## config.mk

```make
export PLATFORM = sky130hd
export DESIGN_NAME = ret_addr_stack
export DESIGN_NICKNAME = d
export VERILOG_FILES = /design/src/rtl/ret_addr_stack_pkg.sv /design/src/rtl/ret_addr_stack_regfile.sv /design/src/rtl/ret_addr_stack.sv
export SDC_FILE = /design/constraint.sdc
export NUM_CORES = 1
export LEC_CHECK = 0
export CORE_MARGIN = 2
export CORE_UTILIZATION = 58
export CTS_BUF_LIST = sky130_fd_sc_hd__clkbuf_8 sky130_fd_sc_hd__clkbuf_16
export DETAILED_ROUTE_END_ITERATION = 8
export DONT_BUFFER_PORTS = 1
export PLACE_DENSITY_LB_ADDON = 0.1
export SKIP_CTS_REPAIR_TIMING = 1
export SLEW_MARGIN = 40
export SYNTH_ARGS = -nofsm -noshare
export SYNTH_HDL_FRONTEND = slang
export SYNTH_SLANG_ARGS = --single-unit
```

## constraint.sdc

```tcl
create_clock -name clk -period 3.15 [get_ports clk]
set_input_delay 0.7875 -clock clk [delete_from_list [all_inputs] [get_ports clk]]
set_output_delay 0.7875 -clock clk [all_outputs]
set_load 0.005 [all_outputs]
```

## src/rtl/ret_addr_stack_pkg.sv

```systemverilog
// Shared width defines and common types for the return-address stack.
// Optional build macro: RAS_OVERFLOW_WRAP_EN (circular overwrite on push-when-full).
`ifndef RET_ADDR_STACK_DEFINES
`define RET_ADDR_STACK_DEFINES
`define DATAWIDTH 16
`define RASDEPTH 8
`define RASPTRW 3
`endif

package ret_addr_stack_pkg;

  localparam int unsigned DATA_W  = `DATAWIDTH;
  localparam int unsigned DEPTH   = `RASDEPTH;
  localparam int unsigned PTR_W   = `RASPTRW;
  localparam int unsigned COUNT_W = PTR_W + 1;

  typedef enum logic [1:0] {
    RAS_OP_NONE,
    RAS_OP_PUSH,
    RAS_OP_POP,
    RAS_OP_REPLACE
  } ras_op_e;

  // Push+pop on an empty stack degenerates to a plain push.
  function automatic ras_op_e ras_decode(input logic push, input logic pop, input logic empty);
    ras_op_e op;
    op = RAS_OP_NONE;
    if (push && pop && !empty) begin
      op = RAS_OP_REPLACE;
    end else if (push) begin
      op = RAS_OP_PUSH;
    end else if (pop) begin
      op = RAS_OP_POP;
    end
    return op;
  endfunction

endpackage

```

## src/rtl/ret_addr_stack_regfile.sv

```systemverilog
// Return-address storage: one write port, one asynchronous read port, no reset.
module ras_regfile
  import ret_addr_stack_pkg::*;
(
  input  logic              clk,
  input  logic              we,
  input  logic [PTR_W-1:0]  waddr,
  input  logic [DATA_W-1:0] wdata,
  input  logic [PTR_W-1:0]  raddr,
  output logic [DATA_W-1:0] rdata
);

  logic [DATA_W-1:0] mem_q [DEPTH];

  always_ff @(posedge clk) begin
    if (we) begin
      mem_q[waddr] <= wdata;
    end
  end

  assign rdata = mem_q[raddr];

endmodule

```

## src/rtl/ret_addr_stack.sv

```systemverilog
// Hardware return-address stack: push on call, pop on return, sticky over/underflow.
// Build macro RAS_OVERFLOW_WRAP_EN: push when full overwrites the oldest entry.
module ret_addr_stack
  import ret_addr_stack_pkg::*;
(
  input  logic              clk,
  input  logic              rst,
  input  logic              en,
  input  logic              push,
  input  logic              pop,
  input  logic [DATA_W-1:0] ra_in,
  output logic [DATA_W-1:0] ra_top,
  output logic              ra_valid,
  output logic              full,
  output logic              overflow,
  output logic              underflow
);

  logic [PTR_W-1:0]   sp_q, sp_d, sp_m1;
  logic [COUNT_W-1:0] count_q, count_d;
  logic               overflow_q, overflow_d;
  logic               underflow_q, underflow_d;

  logic               we;
  logic [PTR_W-1:0]   waddr;
  logic [DATA_W-1:0]  rdata;
  logic               empty;
  ras_op_e            op;

  // Pointer arithmetic relies on DEPTH being 2**PTR_W so that sp wraps naturally.
  assign sp_m1 = sp_q - PTR_W'(1);
  assign empty = (count_q == '0);
  assign full  = (count_q == COUNT_W'(DEPTH));
  assign op    = en ? ras_decode(push, pop, empty) : RAS_OP_NONE;

  always_comb begin
    sp_d        = sp_q;
    count_d     = count_q;
    overflow_d  = overflow_q;
    underflow_d = underflow_q;
    we          = 1'b0;
    waddr       = sp_q;

    unique case (op)
      RAS_OP_REPLACE: begin
        we    = 1'b1;
        waddr = sp_m1;
      end
      RAS_OP_PUSH: begin
        if (!full) begin
          we      = 1'b1;
          sp_d    = sp_q + PTR_W'(1);
          count_d = count_q + COUNT_W'(1);
        end else begin
          overflow_d = 1'b1;
`ifdef RAS_OVERFLOW_WRAP_EN
          we   = 1'b1;
          sp_d = sp_q + PTR_W'(1);
`endif
        end
      end
      RAS_OP_POP: begin
        if (!empty) begin
          sp_d    = sp_m1;
          count_d = count_q - COUNT_W'(1);
        end else begin
          underflow_d = 1'b1;
        end
      end
      RAS_OP_NONE: begin
      end
      default: begin
      end
    endcase
  end

  always_ff @(posedge clk or negedge rst) begin
    if (!rst) begin
      sp_q        <= '0;
      count_q     <= '0;
      overflow_q  <= 1'b0;
      underflow_q <= 1'b0;
    end else begin
      sp_q        <= sp_d;
      count_q     <= count_d;
      overflow_q  <= overflow_d;
      underflow_q <= underflow_d;
    end
  end

  ras_regfile u_regfile (
    .clk   (clk),
    .we    (we),
    .waddr (waddr),
    .wdata (ra_in),
    .raddr (sp_m1),
    .rdata (rdata)
  );

  assign ra_top    = empty ? '0 : rdata;
  assign ra_valid  = !empty;
  assign overflow  = overflow_q;
  assign underflow = underflow_q;

endmodule
```

==> results of run 1 <==
-- cell type report --
class                      instances  share of cell area, %
clock buffer                      17                   6.47
clock inverter                    15                   2.23
inverter                           4                  0.234
multi-input combinational        147                   22.5
sequential                       137                   63.6
tap                              129                   2.52
timing repair buffer              19                   2.52
-- power by group through the flow --
| stage | sequential (W) | clock, W | combinational (W) |
|---|---|---|---|
| 2_1_floorplan | 0.00228 | 0 | 0.00173 |
| 3_3_place_gp | 0.00236 | 0 | 0.00220 |
| 3_5_place_dp | 0.00237 | 0 | 0.00220 |
| 4_1_cts | 0.00233 | 0.00186 | 0.00222 |
| 5_1_grt | 0.00236 | 0.00193 | 0.00242 |
| 6_report | 0.00234 | 0.00184 | 0.00219 |
-- routing by layer --
layer	GRT usage [%]	share of wire, %	vias to the layer above
met4	7.08	0.98	0
met3	6.84	4.5	11
met1	27.2	41	1452
li1	-	-	1247
met5	0	0	-
met2	37.1	53	69
-- per-stage QoR --
stage,setup slack [ps],area (µm²)
after global routing,4.46,6400
after floorplan,231,5600
after global placement,562,5820
after CTS,70.6,6380
final,145,6400
after detailed placement,536,5820
-- registers in the layout (all words and copies together), names as in the netlist --
register / count
count_q: 4
sp_q: 3
u_regfile.mem_q: 128
underflow: 1
overflow: 1
-- worst register-to-register path, cell delays in order (launching register included) --
cell and delay [ps]:
sky130_fd_sc_hd__dfrtp_1 510, sky130_fd_sc_hd__o31a_1 350, sky130_fd_sc_hd__nor2_1 130, sky130_fd_sc_hd__o2111ai_1 230
sky130_fd_sc_hd__nor2_1 650, sky130_fd_sc_hd__buf_4 350
-- worst max-delay path by stage --
stage                       start                endpoint  cells after the start
after floorplan           sp_q[0]   u_regfile.mem_q[1][0]                      8
after global placement    sp_q[0]  u_regfile.mem_q[2][11]                      4
after detailed placement  sp_q[0]  u_regfile.mem_q[2][11]                      4
after CTS                 sp_q[0]               ra_top[0]                      4
after global routing      sp_q[0]              ra_top[10]                      6
final                     sp_q[0]               ra_top[0]                      6
-- layout by cell type (no fill, tap or decap), types with 2 or more instances in the layout --
master and count:
sky130_fd_sc_hd__edfxtp_1 128, sky130_fd_sc_hd__and2_1 2, sky130_fd_sc_hd__clkbuf_16 16, sky130_fd_sc_hd__nor3_1 3, sky130_fd_sc_hd__inv_6 4, sky130_fd_sc_hd__nand2_1 37
sky130_fd_sc_hd__mux2i_1 2, sky130_fd_sc_hd__o21ai_0 4, sky130_fd_sc_hd__o21ai_2 2, sky130_fd_sc_hd__clkinvlp_4 4, sky130_fd_sc_hd__inv_8 2, sky130_fd_sc_hd__mux4_2 32
sky130_fd_sc_hd__buf_4 16, sky130_fd_sc_hd__inv_1 5, sky130_fd_sc_hd__xnor2_1 6, sky130_fd_sc_hd__ha_1 3, sky130_fd_sc_hd__nand3_1 2, sky130_fd_sc_hd__nor2_1 15
sky130_fd_sc_hd__dfrtp_1 8, sky130_fd_sc_hd__a21oi_1 16, sky130_fd_sc_hd__clkinv_4 2, sky130_fd_sc_hd__nor2b_1 3
-- cells in the mapped netlist (all sizes together) (3+ instances only) --
cell type	n
clkbuf	3
dfrtp	9
o21ai	6
nor2b	3
mux4	32
a21oi	16
ha	3
nor2	15
xnor2	7
buf	16
nand2	37
nor3	3
inv	4
edfxtp	128
-- cells by family (layout without fill, tap and decap cells) --
logic type                 after synthesis  after routing  share of synthesized area (%)
and+or+nand+nor                         66             66                           5.16
buffers and inverters                   23             55                           2.17
adders and majority gates                3              3                          0.671
muxes                                   36             36                           13.7
DFF                                    137            137                           72.7
xor gates and xnor gates                 9              9                           1.41
AOI/OAI and AO/OA                       33             33                           4.18
==> results.toml, run 1 <==
[worst_setup_path]
cpPeakStageDelay_ps = 410
r2r_cells = 5
timing.critical_path.fanout_max = 18
critical_path_required_ps = 2360
setup.worst_path.class = "reg2out"
crit_path_start_kind = "flop"
timing.reg2reg.setup_slack_ps = 620
timing.critical_path.slowest_stage_cell = "sky130_fd_sc_hd__dfrtp_2"
kind_of_cell_adding_the_most_delay_to_the_critical_path = "buffers and inverters"
rr_startpoint = "count_q[0]"
crit_path_end_kind = "output port"
worst_path_cell_chain = "inv_1 -> ha_1 -> xor2_2 -> buf_4 -> nand2_1 -> a21oi_1"
crit-reg2reg-capture = "u_regfile.mem_q[2][12]"
critical_path_buffers_and_inverters = 2
timing.critical_path.arrival_ps = 2220

[worst_hold_path]
min-delay-start = "ra_in[14]"
hold_end = "u_regfile.mem_q[7][14]"
min_delay_path_depth = 0
hold_class = "in2reg"

[power]
static-leakage-power_nw = 2.11
seq_power_share_pct = 36.7
part_of_the_total_power_dissipated_in_combinational_logic_pct = 34.4
design_power_total_w = 0.00637
power.density_cell_area_nw_per_um2 = 995
swShare_pct = 33.4
pwr-share-clk_pct = 28.9
p_int_w = 0.00424
p_switching_w = 0.00212
power.ir.vdd_worst_uv = 497

[routing]
drc = 0
routed_antenna_nets = 0
detailroute.via_count = 2779
routed_wl_mm = 10.5
drt-wirelength-per-cell_um = 22.4
initialDrtViolationCount = 154
post_drt_via_cell_ratio = 5.94
detail_route.first_pass.iterations = 4

[yosys]
yosysWarnings = 0
yosysUniqueCellTypes = 39
synth-seq-area-share_pct = 72.7
syn-cell-area_um2 = 5600
synthTopCellsByArea = "sky130_fd_sc_hd__edfxtp_1 (69%), sky130_fd_sc_hd__mux4_2 (13%), sky130_fd_sc_hd__dfrtp_1 (4.0%), sky130_fd_sc_hd__nand2_1 (2.5%), sky130_fd_sc_hd__a21oi_1 (1.4%)"
async_flop_share_pct = 6.57
synth.net_count = 331
post-synth-top-area-cell = "sky130_fd_sc_hd__edfxtp_1"
post_synth_inst_count = 307
number_of_enable_type_register_cells_in_the_synthesized_netlist = 128
synth_ff_type = "sky130_fd_sc_hd__edfxtp_1"
ys_seq_elements = 137
avgSynthCellArea_um2 = 18.2
synth_top_cell_area_share_pct = 68.7

[place]
numPlacedInstances = 435
place.gp.congestion = 0.792
post-dp-hpwl_mm = 6.27
buffer_ports.inserted = 0

[global_route]
total_congestion_overflow_after_global_routing = 0
vias_in_the_first_global_route = 2912
antenna_found_initial = 0
gr-usage-all-layers_pct = 21.9
grt_first_pass_wirelength_mm = 15.9
pin_count_of_the_biggest_net_entering_global_routing = 37

[finish]
ff_latch_area_um2 = 4070
multiInputGateArea_um2 = 1440
post_layout_nonfiller_instances = 468
inserted_diodes = 0
fillers = 631
layout.core_utilization_pct = 69.0
area_growth_pct = 14.4
finish.net_count = 350
proportion_of_layout_cells_with_a_drive_suffix_above_1_pct = 26.8

[timing]
finalCriticalPeriod_ps = 3010
achievable-frequency_mhz = 333
tightest_slew_ps = 743
post-route-period-util_pct = 95.4
finalHoldWorstSlack_ps = 366
timing.final.max_slew_violations = 0
report.final.setup_viol = 0
finalClockSkew_ps = 9.79
grt_setup_unrepaired = "false"
slew-limit-headroom_pct = 50.3
setup_total_neg_slack_ps = 0
report.final.hold_viol_count = 0

[die]
die_height_um = 102
fp.coreArea_um2 = 9280
io_pins = 41
floorplan.die.width_um = 102
start_util_pct = 60.3
rows = 35
design.die.area_um2 = 10500

[clock_network]
clock_latency_late_sink_ps = 510
cts_made_buffers = 17
root_buffer_cell = "sky130_fd_sc_hd__clkbuf_8"
clkTransAtPathRegs_ps = 70
ctsHtreeMaxLevel = 4
clock_sink_count = 137
clockBufferDepth = 2
tritoncts_clock_tree = "done"

[run_status]
status = "finished, final reports clean"

[run]
max_cap_viol_count = 0
Power figures use the tool's default switching activity.
==> run 2, diff against run 1 <==
--- a/config.mk
+++ b/config.mk
@@ -5,8 +5,9 @@
 export SDC_FILE = /design/constraint.sdc
 export NUM_CORES = 1
 export LEC_CHECK = 0
+export CAP_MARGIN = 40
 export CORE_MARGIN = 2
-export CORE_UTILIZATION = 58
+export CORE_UTILIZATION = 50
 export CTS_BUF_LIST = sky130_fd_sc_hd__clkbuf_8 sky130_fd_sc_hd__clkbuf_16
 export DETAILED_ROUTE_END_ITERATION = 8
 export DONT_BUFFER_PORTS = 1
==> run 2 against run 1 <==
Sequential power is essentially flat. Fmax shrank 0.24%. Sequential cell count is the same. Clock power decreased by 9.8%. Combinational power up 3%. Cell area fell by 0.33%. Critical path type unchanged. Clock skew shrank 4.3 ps. Utilization is 10 points lower. Non-clock buffer count up 2. Sequential share of layout area up 0.21 points.
==> results.toml, run 2 (synthesis gave the netlist of run 1 again) <==
[run_status]
status = "finished, final reports clean"

[finish]
inserted_diodes = 0
post_layout_nonfiller_instances = 481
layout.core_utilization_pct = 58.6
fillers = 816
reg_top3 = "u_regfile.mem_q: 128 flops, count_q: 4 flops, sp_q: 3 flops"
finish.net_count = 352
layout_common_cells = "sky130_fd_sc_hd__edfxtp_1 (128), sky130_fd_sc_hd__nand2_1 (37), sky130_fd_sc_hd__mux4_2 (32)"
max_flop_register = "u_regfile.mem_q"
proportion_of_layout_cells_with_a_drive_suffix_above_1_pct = 27.6
most_frequent_standard_cell_in_the_layout_excluding_fill_and_tap_cells = "sky130_fd_sc_hd__edfxtp_1"
max_ffs_per_register = 128
area_growth_pct = 14.0

[die]
fp.coreArea_um2 = 10900
die_height_um = 110
design.die.area_um2 = 12100
rows = 38
io_pins = 41
start_util_pct = 51.4
floorplan.die.width_um = 110

[routing]
detailroute.via_count = 2770
detail_route.first_pass.iterations = 4
routed_wl_mm = 10.9
routed_antenna_nets = 0
drc = 0
post_drt_via_cell_ratio = 5.76
drt-wirelength-per-cell_um = 22.6
initialDrtViolationCount = 175

[timing]
grt_setup_unrepaired = "false"
tightest_slew_ps = 706
timing.final.max_slew_violations = 0
achievable-frequency_mhz = 332
finalCriticalPeriod_ps = 3010
post-route-period-util_pct = 95.6
slew-limit-headroom_pct = 52.7
finalClockSkew_ps = 5.49
report.final.hold_viol_count = 0
report.final.setup_viol = 0
finalHoldWorstSlack_ps = 358

[worst_setup_path]
crit-reg2reg-capture = "u_regfile.mem_q[7][10]"
timing.reg2reg.setup_slack_ps = 640
cp_startpoint = "sp_q[1]"
crit_path_end_kind = "output port"
timing.critical_path.fanout_max = 13
setup.worst_path.end = "ra_top[15]"
r2r_cells = 5
timing.critical_path.arrival_ps = 2220
rr_startpoint = "count_q[0]"
crit_path_start_kind = "flop"
setup.worst_path.class = "reg2out"
critical_path_required_ps = 2360

[global_route]
gr-usage-all-layers_pct = 20.2
antenna_found_initial = 0
total_congestion_overflow_after_global_routing = 0
grt_first_pass_wirelength_mm = 16.7
pin_count_of_the_biggest_net_entering_global_routing = 21
vias_in_the_first_global_route = 2847

[power]
static-leakage-power_nw = 2.10
swShare_pct = 33.2
p_switching_w = 0.00207
seq_power_share_pct = 37.4
p_int_w = 0.00417
design_power_total_w = 0.00624
part_of_the_total_power_dissipated_in_combinational_logic_pct = 36.0
power.ir.vdd_worst_uv = 636
pwr-share-clk_pct = 26.6
power.density_cell_area_nw_per_um2 = 978

[clock_network]
clkTransAtPathRegs_ps = 60
tritoncts_clock_tree = "done"
clockBufferDepth = 2
ctsHtreeMaxLevel = 4
root_buffer_cell = "sky130_fd_sc_hd__clkbuf_8"
cts_made_buffers = 17
clock_sink_count = 137
clock_latency_late_sink_ps = 520

[place]
buffer_ports.inserted = 0
place.gp.congestion = 0.684
numPlacedInstances = 448
post-dp-hpwl_mm = 6.64

[worst_hold_path]
hold_class = "in2reg"

[run]
max_cap_viol_count = 0
run 2: cell types whose count changed in the layout (fill, tap and decap cells not counted), sizes merged:
| cell | change |
|---|---|
| inv | -5 |
| clkinv | +5 |
| clkinvlp | +1 |
| bufinv | -1 |
| buf | +2 |
run 2: metal layers:
metal	vias up	track usage [%]	share of wire [%]
met1	1438	24.7	42
met2	68	32.6	50
met5	-	0	0
met4	0	8.05	1.8
li1	1247	-	-
met3	17	7.29	5.3
run 2: how the worst min path moves through the flow:
stage | slack, ps | cells past startpoint | startpoint | endpoint
final | 360 | 0 | ra_in[5] | u_regfile.mem_q[5][5]
after global routing | 330 | 0 | ra_in[3] | u_regfile.mem_q[2][3]
after CTS | -80 | 0 | rst | underflow
after detailed placement | 490 | 0 | rst | underflow
after global placement | 490 | 0 | rst | underflow
after floorplan | 460 | 1 | overflow | overflow
run 2: critical path, cell delays in order (launching register included):
cell                      delay [ps]
sky130_fd_sc_hd__dfrtp_1         380
sky130_fd_sc_hd__inv_1           110
sky130_fd_sc_hd__ha_4            190
sky130_fd_sc_hd__xnor2_2         340
sky130_fd_sc_hd__buf_4           300
sky130_fd_sc_hd__nand2_1          80
sky130_fd_sc_hd__a21oi_1         300
run 2: power groups by stage:
stage	Combinational [W]	Sequential [W]	Clock, W
after CTS	0.00228	0.00234	0.00170
after detailed placement	0.00226	0.00237	0
final	0.00225	0.00233	0.00166
after floorplan	0.00173	0.00228	0
after global routing	0.00249	0.00235	0.00178
after global placement	0.00224	0.00236	0
run 2: area by class of cell:
| type | instances | area, µm² | share of cell area (%) |
|---|---|---|---|
| sequential | 137 | 4070 | 63.8 |
| tap | 140 | 175 | 2.74 |
| clock buffer | 17 | 414 | 6.49 |
| clock inverter | 15 | 90.1 | 1.41 |
| timing repair buffer | 21 | 173 | 2.71 |
| inverter | 4 | 15.0 | 0.235 |
| multi-input combinational | 147 | 1450 | 22.6 |
run 2: stage by stage:
step / TNS (ps) / cell area, µm² / setup slack (ps)
2_1_floorplan: 0 / 5600 / 231
3_3_place_gp: 0 / 5860 / 499
3_5_place_dp: 0 / 5860 / 519
4_1_cts: -564 / 6360 / -61.5
5_1_grt: 0 / 6380 / 10.9
6_report: 0 / 6380 / 138
==> run 3, diff against run 2 <==
--- a/config.mk
+++ b/config.mk
@@ -6,7 +6,7 @@
 export NUM_CORES = 1
 export LEC_CHECK = 0
 export CAP_MARGIN = 40
-export CORE_MARGIN = 2
+export CORE_MARGIN = 10
 export CORE_UTILIZATION = 50
 export CTS_BUF_LIST = sky130_fd_sc_hd__clkbuf_8 sky130_fd_sc_hd__clkbuf_16
 export DETAILED_ROUTE_END_ITERATION = 8
==> run 3 against run 2 <==
Utilization grew 0.74 points. Sequential power is essentially flat. Register-to-register slack lost 20 ps. Wire length is essentially flat. Clock skew grew 1.6 ps. Sequential cell count is the same. Die area grew 31%. Non-clock buffer count grew 1.
==> results.toml, run 3 (synthesis gave the netlist of run 1 again) <==
[clock_network]
clockBufferDepth = 2
root_buffer_cell = "sky130_fd_sc_hd__clkbuf_8"
cts_made_buffers = 17
clock_sink_count = 137
clock_latency_late_sink_ps = 510
clkTransAtPathRegs_ps = 60
ctsHtreeMaxLevel = 4
tritoncts_clock_tree = "done"

[place]
post_dp_cell_area_um2 = 5860
post-dp-hpwl_mm = 6.76
place.gp.congestion = 0.766
buffer_ports.inserted = 0

[timing]
finalClockSkew_ps = 7.12
slew-limit-headroom_pct = 46.8
achievable-frequency_mhz = 328
timing.final.max_slew_violations = 0
grt_setup_unrepaired = "false"
report.final.setup_viol = 0
report.final.hold_viol_count = 0
tightest_slew_ps = 794
finalCriticalPeriod_ps = 3050
post-route-period-util_pct = 96.7

[die]
rows = 38
start_util_pct = 51.4
floorplan.die.width_um = 126
die_height_um = 126
design.die.area_um2 = 15800
fp.coreArea_um2 = 10900
io_pins = 41

[finish]
final_cell_area_um2 = 6460
max_flop_register = "u_regfile.mem_q"
most_frequent_standard_cell_in_the_layout_excluding_fill_and_tap_cells = "sky130_fd_sc_hd__edfxtp_1"
max_ffs_per_register = 128
fillers = 804
layout_common_cells = "sky130_fd_sc_hd__edfxtp_1 (128), sky130_fd_sc_hd__nand2_1 (37), sky130_fd_sc_hd__mux4_2 (32)"
area_growth_pct = 15.5
multiInputGateArea_um2 = 1480
inserted_diodes = 0
proportion_of_layout_cells_with_a_drive_suffix_above_1_pct = 28.4
finish.net_count = 353
ff_latch_area_um2 = 4070
reg_top3 = "u_regfile.mem_q: 128 flops, count_q: 4 flops, sp_q: 3 flops"

[routing]
detail_route.first_pass.iterations = 4
detailroute.via_count = 2722
post_drt_via_cell_ratio = 5.66
routed_wl_mm = 10.8
drc = 0
routed_antenna_nets = 0
initialDrtViolationCount = 213
drt-wirelength-per-cell_um = 22.5

[global_route]
vias_in_the_first_global_route = 2943
pin_count_of_the_biggest_net_entering_global_routing = 37
grt_first_pass_wirelength_mm = 17.5
antenna_found_initial = 0
total_congestion_overflow_after_global_routing = 0
gr-usage-all-layers_pct = 14.4

[power]
power.density_cell_area_nw_per_um2 = 997
static-leakage-power_nw = 2.13
design_power_total_w = 0.00645
power.ir.vdd_worst_uv = 486

[worst_setup_path]
setup.worst_path.class = "reg2out"
crit_path_start_kind = "flop"
timing.critical_path.arrival_ps = 2260
cpPeakStageDelay_ps = 400
crit_path_end_kind = "output port"
worst_path_cell_chain = "inv_1 -> ha_4 -> xor2_4 -> buf_4 -> nand2_1 -> a21oi_1"
timing.critical_path.fanout_max = 9
timing.reg2reg.setup_slack_ps = 620
timing.critical_path.slowest_stage_cell = "sky130_fd_sc_hd__dfrtp_2"
critical_path_required_ps = 2360

[run_status]
status = "finished, final reports clean"

[run]
max_cap_viol_count = 0

[worst_hold_path]
hold_class = "in2reg"
run 3: cell types whose count changed in the layout (fill, tap and decap cells not counted), moves of 2 or more:
| cell | delta |
|---|---|
| sky130_fd_sc_hd__a21oi_1 | -2 |
| sky130_fd_sc_hd__a21oi_2 | +2 |
| sky130_fd_sc_hd__buf_6 | +3 |
| sky130_fd_sc_hd__bufinv_16 | +2 |
run 3: through the flow:
stage / setup TNS [ps] / utilization (%) / hold WS (ps) / std cells / worst slack, ps
after detailed placement: 0 / 53.8 / 492 / 449 / 354
after CTS: -2210 / 58.9 / -61.5 / 480 / -187
after floorplan: 0 / - / 460 / 307 / 231
after global routing: 0 / 59.4 / 334 / 481 / 15.7
after global placement: 0 / 53.7 / 492 / 449 / 359
final: 0 / 59.4 / 365 / 481 / 104
run 3: cell type report:
class / instances / share of cell area, %
Clock inverter: 14 / 2.07
Tap cell: 140 / 2.71
Sequential cell: 137 / 63.0
Timing Repair Buffer: 22 / 2.77
Inverter: 4 / 0.232
Clock buffer: 17 / 6.41
Multi-Input combinational cell: 147 / 22.8
run 3: routing by layer:
metal / vias up / track usage, % / part of all wire, %
li1: 1255 / - / -
met1: 1410 / 17.7 / 44
met2: 50 / 23.2 / 50
met3: 7 / 5.24 / 4.5
met4: 0 / 4.76 / 0.84
met5: - / 0 / 0
run 3: final timing paths:
path	endpoint	cells after the start	startpoint
setup reg to reg	u_regfile.mem_q[2][0]	5	count_q[0]
hold / removal	u_regfile.mem_q[5][6]	0	ra_in[6]
hold reg to reg	overflow	1	overflow
max in group asynchronous	sp_q[0]	1	rst
min in group asynchronous	count_q[0]	1	rst
setup / recovery	ra_top[15]	6	sp_q[0]
run 3: power breakdown:
part | switching, W | total (W) | internal, W
logic | 0.00126 | 0.00229 | 0.00103
registers | 0.000147 | 0.00234 | 0.00219
clock network | 0.000705 | 0.00181 | 0.00111
run 3: critical path: cells and delay by family, from the launching register on:
kind | cells | cell delay [ps]
AO/OA/AOI/OAI | 1 | 290
XOR/XNOR | 1 | 320
adder cells (fa/ha/maj) | 1 | 220
buffers and inverters | 2 | 410
flip-flops | 1 | 400
AND/OR/NAND/NOR | 1 | 90
